==> src/rtl/counter_pkg.sv <==
// counter_pkg: shared 7-segment constants and hex decode helper.
// Latency: n/a (constants and a pure function only).
// Backpressure: n/a.
// Contents: SEG_0..SEG_F active-high segment patterns (bit0=a .. bit6=g, bit7=dp left 0),
//           hex_to_seg() mapping a nibble to its pattern without the decimal point.
package counter_pkg;

  localparam logic [7:0] SEG_0 = 8'h3F;
  localparam logic [7:0] SEG_1 = 8'h06;
  localparam logic [7:0] SEG_2 = 8'h5B;
  localparam logic [7:0] SEG_3 = 8'h4F;
  localparam logic [7:0] SEG_4 = 8'h66;
  localparam logic [7:0] SEG_5 = 8'h6D;
  localparam logic [7:0] SEG_6 = 8'h7D;
  localparam logic [7:0] SEG_7 = 8'h07;
  localparam logic [7:0] SEG_8 = 8'h7F;
  localparam logic [7:0] SEG_9 = 8'h6F;
  localparam logic [7:0] SEG_A = 8'h77;
  localparam logic [7:0] SEG_B = 8'h7C;
  localparam logic [7:0] SEG_C = 8'h39;
  localparam logic [7:0] SEG_D = 8'h5E;
  localparam logic [7:0] SEG_E = 8'h79;
  localparam logic [7:0] SEG_F = 8'h71;

  function automatic logic [7:0] hex_to_seg(input logic [3:0] hex);
    logic [7:0] pat;
    case (hex)
      4'h0:    pat = SEG_0;
      4'h1:    pat = SEG_1;
      4'h2:    pat = SEG_2;
      4'h3:    pat = SEG_3;
      4'h4:    pat = SEG_4;
      4'h5:    pat = SEG_5;
      4'h6:    pat = SEG_6;
      4'h7:    pat = SEG_7;
      4'h8:    pat = SEG_8;
      4'h9:    pat = SEG_9;
      4'hA:    pat = SEG_A;
      4'hB:    pat = SEG_B;
      4'hC:    pat = SEG_C;
      4'hD:    pat = SEG_D;
      4'hE:    pat = SEG_E;
      default: pat = SEG_F;
    endcase
    return pat;
  endfunction

endpackage

==> src/rtl/seg7_decoder.sv <==
// seg7_decoder: hex nibble to 7-segment pattern (segments a..g, active high).
// Latency: purely combinational, zero cycles.
// Backpressure: none.
// Ports: hex (in, 4) nibble to show; seg (out, 7) bit0=a .. bit6=g.
module seg7_decoder
  import counter_pkg::*;
(
  input  logic [3:0] hex,
  output logic [6:0] seg
);

  // The helper's bit 7 (decimal point) is always 0; only a..g leave this block.
  assign seg = 7'(hex_to_seg(hex));

endmodule

==> src/rtl/updown_counter_7seg.sv <==
// updown_counter_7seg: prescaled up/down counter, wrap or saturate, tc pulse, hex display.
// Latency: count/tc update one edge after a load or step; at_limit/SEG follow count combinationally.
// Backpressure: none; enable gates the prescaler, load overrides stepping for that edge.
// Ports: clk_2, reset (async, active high), load/data_in, enable, up, sat_mode in;
//        count (registered), tc (registered pulse), at_limit (comb), SEG (dp = at_limit) out.
module updown_counter_7seg
  import counter_pkg::*;
#(
  parameter int NBITS     = 4,
  parameter int MAX_COUNT = 2**NBITS - 1,
  parameter int TICK_DIV  = 1
) (
  input  logic             clk_2,
  input  logic             reset,
  input  logic             load,
  input  logic [NBITS-1:0] data_in,
  input  logic             enable,
  input  logic             up,
  input  logic             sat_mode,
  output logic [NBITS-1:0] count,
  output logic             tc,
  output logic             at_limit,
  output logic [7:0]       SEG
);

  // Prescaler needs at least one bit even when every enabled cycle is a step.
  localparam int PW = (TICK_DIV > 1) ? $clog2(TICK_DIV) : 1;
  localparam logic [PW-1:0]  PS_LAST = PW'(TICK_DIV - 1);
  // Limits are held one bit wider so comparisons never rely on natural overflow.
  localparam logic [NBITS:0] MAX_EXT = (NBITS + 1)'(MAX_COUNT);

  logic [PW-1:0]  prescaler;
  logic [NBITS:0] count_ext;
  logic [NBITS:0] data_ext;
  logic [NBITS-1:0] load_val;
  logic [NBITS-1:0] step_val;
  logic           step_at_limit;
  logic           step_now;
  logic [6:0]     seg_abc;

  assign count_ext = {1'b0, count};
  assign data_ext  = {1'b0, data_in};
  assign step_now  = (prescaler == PS_LAST);

  // Out-of-range load values clamp to the top of the range.
  assign load_val = (data_ext > MAX_EXT) ? NBITS'(MAX_COUNT) : data_in;

  // Next count for a step edge; a blocked or wrapping step raises step_at_limit.
  always_comb begin
    step_val      = count;
    step_at_limit = 1'b0;
    if (up) begin
      if (count_ext < MAX_EXT) begin
        step_val = NBITS'(count_ext + 1'b1);
      end else begin
        step_at_limit = 1'b1;
        step_val      = sat_mode ? count : '0;
      end
    end else begin
      if (count_ext != '0) begin
        step_val = NBITS'(count_ext - 1'b1);
      end else begin
        step_at_limit = 1'b1;
        step_val      = sat_mode ? count : NBITS'(MAX_COUNT);
      end
    end
  end

  always_ff @(posedge clk_2 or posedge reset) begin
    if (reset) begin
      count     <= '0;
      tc        <= 1'b0;
      prescaler <= '0;
    end else if (load) begin
      count     <= load_val;
      tc        <= 1'b0;
      prescaler <= '0;
    end else if (enable) begin
      if (step_now) begin
        prescaler <= '0;
        count     <= step_val;
        tc        <= step_at_limit;
      end else begin
        prescaler <= prescaler + 1'b1;
        tc        <= 1'b0;
      end
    end else begin
      // Any gap in enable restarts the step period.
      prescaler <= '0;
      tc        <= 1'b0;
    end
  end

  assign at_limit = up ? (count_ext == MAX_EXT) : (count_ext == '0);

  seg7_decoder u_seg7_decoder (
    .hex (count[3:0]),
    .seg (seg_abc)
  );

  assign SEG = {at_limit, seg_abc};

endmodule

==> config.mk <==
export PLATFORM = sky130hd
export DESIGN_NAME = updown_counter_7seg
export DESIGN_NICKNAME = d
export VERILOG_FILES = /design/src/rtl/counter_pkg.sv /design/src/rtl/seg7_decoder.sv /design/src/rtl/updown_counter_7seg.sv
export SDC_FILE = /design/constraint.sdc
export NUM_CORES = 1
export LEC_CHECK = 0
export ABC_CLOCK_PERIOD_IN_PS = 5100
export BUFFER_PORTS_ARGS = -buffer_cell sky130_fd_sc_hd__buf_2
export CAP_MARGIN = 15
export CORE_AREA = 5 5 42 44
export CTS_BUF_LIST = sky130_fd_sc_hd__clkbuf_4
export DETAILED_ROUTE_END_ITERATION = 8
export DIE_AREA = 0 0 47 49
export GPL_TIMING_DRIVEN = 0
export PLACE_DENSITY_LB_ADDON = 0.3
export SLEW_MARGIN = 20
export SYNTH_ARGS = -nofsm -noshare
export SYNTH_HDL_FRONTEND = slang
export SYNTH_SLANG_ARGS = --single-unit
==> constraint.sdc <==
create_clock -name clk_2 -period 5.1 [get_ports clk_2]
set_input_delay 0.51 -clock clk_2 [delete_from_list [all_inputs] [get_ports clk_2]]
set_output_delay 0.51 -clock clk_2 [all_outputs]
set_load 0.005 [all_outputs]
==> flow_summary.yaml <==
status:
  status: "finished, final reports clean"
floorplan:
  die_height_um: 49
  die_w_um: 47
  coreArea_um2: 1400
  start_util_pct: 50.3
  dieArea_um2: 2300
  io_pins: 24
  fp-row-count: 14
route:
  ant_nets: 0
  avgRoutedWirePerCell_um: 12.8
  drtIter0Drc: 23
  post_drt_via_cell_ratio: 5.48
  drcViolationCount: 0
  via_count: 707
  drt-total-wl_um: 1660
  dr.pass1.iters: 4
synthesis:
  synth_xor_area_share_pct: 1.24
  synth_edf_count: 0
  synth.avg_cell_area_um2: 8.10
  synth_top_family_by_area: "compound AO/OA/AOI/OAI gates"
  synth_nets: 106
  ys_ff_latch: 5
  synthMuxAreaShare_pct: 8.17
  synth_compound_area_share_pct: 24.9
  synth_top_area_share_pct: 17.8
  synth_cells: 87
  yosys.area_share.simple_pct: 21.0
  synthFlopType: "dfrtp_1"
  synthTopCellsByArea: "dfrtp_1 (18%), ha_1 (16%), inv_1 (5.9%), nor2_1 (5.3%), o21ai_0 (5.0%)"
  synth_warnings: 0
  synthArstFlopShare_pct: 100
  yosysTopAreaCell: "dfrtp_1"
  synthAdderAreaFrac_pct: 16.0
  synth_cell_types: 36
  syn_area_um2: 704
  ys_seq_area_share_pct: 17.8
cts:
  cts_buffer_depth: 2
  clk_pin_slew_ps: 50
  clkSinkCount: 5
  cts_tree: "done"
  clkLatencyLatePin_ps: 250
  cts_setup_buffers: 0
  cts_made_buffers: 3
  root_buffer: "clkbuf_4"
  postCtsResizedCells: 0
  hold_buffers: 0
  htree_levels: 1
finish:
  final_cell_mix: "buf_2 (24), inv_1 (11), nor2_1 (10), ha_1 (9)"
  layout_commonest_cell: "buf_2"
  diodes: 0
  utilization_pct: 61.7
  final_nets: 133
  drive_gt1_share_pct: 32.7
  nFillCells: 130
  areaGrowthSynthToFinish_pct: 22.7
sta:
  drv_slew: 0
  fin_crit_sh_pct: 49.8
  period_minus_slack_ps: 2540
  relSlewSlack_pct: 73.2
  finalSetupViolations: 0
  finalHoldViolCount: 0
  finClkSkew_ps: 4.66
  worstMarginPinSlew_ps: 402
  clock.fmax_mhz: 393
  rsz0062_at_grt: "no"
  fin_tns_setup_ps: 0
place:
  gp_congestion: 0.830
  numPortBuffers: 22
  place_hpwl_um: 1310
critical_path:
  crit_fanout: 10
  end_kind: "output port"
  critPathArrivalTime_ps: 2030
  critPathRequiredTime_ps: 4590
  critPathKind: "reg -> out"
  start_kind: "flop"
global_routing:
  grt_pass1_vias: 676
  overflow: 0
  grt_pass1_wl_um: 2790
  grt_max_degree: 12
  grt_antenna_before_repair: 0
  grtUsageTotal_pct: 16.3
job:
  drv_cap: 0
power_and_ir_drop:
  combPwrFrac_pct: 59.6
  p_switching_mw: 0.117
  switching_share_pct: 42.3
  seq_power_share_pct: 21.4
  power_density_nw_per_um2: 320
  peakVddDrop_mv: 0.140
  clkPwrFrac_pct: 19.0
  p_leak_nw: 0.466
  intPower_mw: 0.160
worst_hold_path:
  hold_path_class: "in -> async"
## flip-flops by register name, summed over array words and instances (netlist names)
name   flops
count      4
tc         1
## logic make-up after synthesis
family / count (synthesis)
simple gates: 27
fa+ha+maj: 9
buf+inv: 17
flops: 5
xor+xnor: 1
compound gates: 24
mux: 4
## cell usage after synthesis (all sizes together), types with 2 or more instances
master and number:
a21oi 4, dfrtp 5, nand2 7, a211o 2, a221oi 2, nor4b 2
or2 2, ha 9, inv 11, nor2 10, o21ai 7, buf 5
nor2b 2, mux2i 2
## per-stage QoR
step	setup slack (ps)	cells	hold slack [ps]	area [um2]	power [mW]
after floorplan	3100	87	289	704	0.170
after CTS	2510	129	154	865	0.278
after global routing	2380	129	163	865	0.304
after global placement	2810	125	402	835	0.221
final	2560	129	145	865	0.277
after detailed placement	2800	125	415	835	0.225
## power groups by stage
| stage | clock [mW] | sequential, mW | combinational [mW] |
|---|---|---|---|
| final | 0.0527 | 0.0592 | 0.165 |
| after global routing | 0.0558 | 0.0611 | 0.187 |
| after CTS | 0.0532 | 0.0594 | 0.166 |
| after detailed placement | 0 | 0.0598 | 0.166 |
| after global placement | 0 | 0.0593 | 0.162 |
| after floorplan | 0 | 0.0568 | 0.113 |
## metal layers
| layer | up-vias | GRT usage, % | wire length (um) |
|---|---|---|---|
| li1 | 355 | - | - |
| met1 | 328 | 21.7 | 702 |
| met2 | 21 | 24.9 | 836 |
| met3 | 3 | 1.48 | 94 |
| met4 | 0 | 8.76 | 23 |
| met5 | - | 0 | 0 |
## final timing paths
| path | startpoint | end | slack, ps | depth (start not counted) |
|---|---|---|---|---|
| setup reg to reg | count[0] | count[1] | 2940 | 6 |
| max in group asynchronous | reset | count[1] | 4780 | 2 |
| setup / recovery | count[0] | SEG[3] | 2560 | 6 |
| hold reg to reg | count[2] | count[2] | 820 | 4 |
| min in group clk_2 | enable | tc | 520 | 2 |
| hold / removal | reset | count[2] | 140 | 2 |
## critical path, cell delays in order, from the launching register on
cell and delay, ps:
dfrtp_1 540, inv_1 220, ha_1 370, inv_1 60, mux4_2 440, inv_1 60, buf_2 100
## layout make-up
| class | instances | area (um2) | share of cell area (%) |
|---|---|---|---|
| plain buffers | 6 | 36.3 | 4.20 |
| well taps | 16 | 20.0 | 2.32 |
| clock buffers | 4 | 30.0 | 3.47 |
| inverters | 11 | 41.3 | 4.78 |
| multi-input cells | 65 | 502 | 58.0 |
| repair buffers | 22 | 110 | 12.7 |
| flip-flops and latches | 5 | 125 | 14.5 |
No activity file was read; power rests on OpenSTA's default activity.
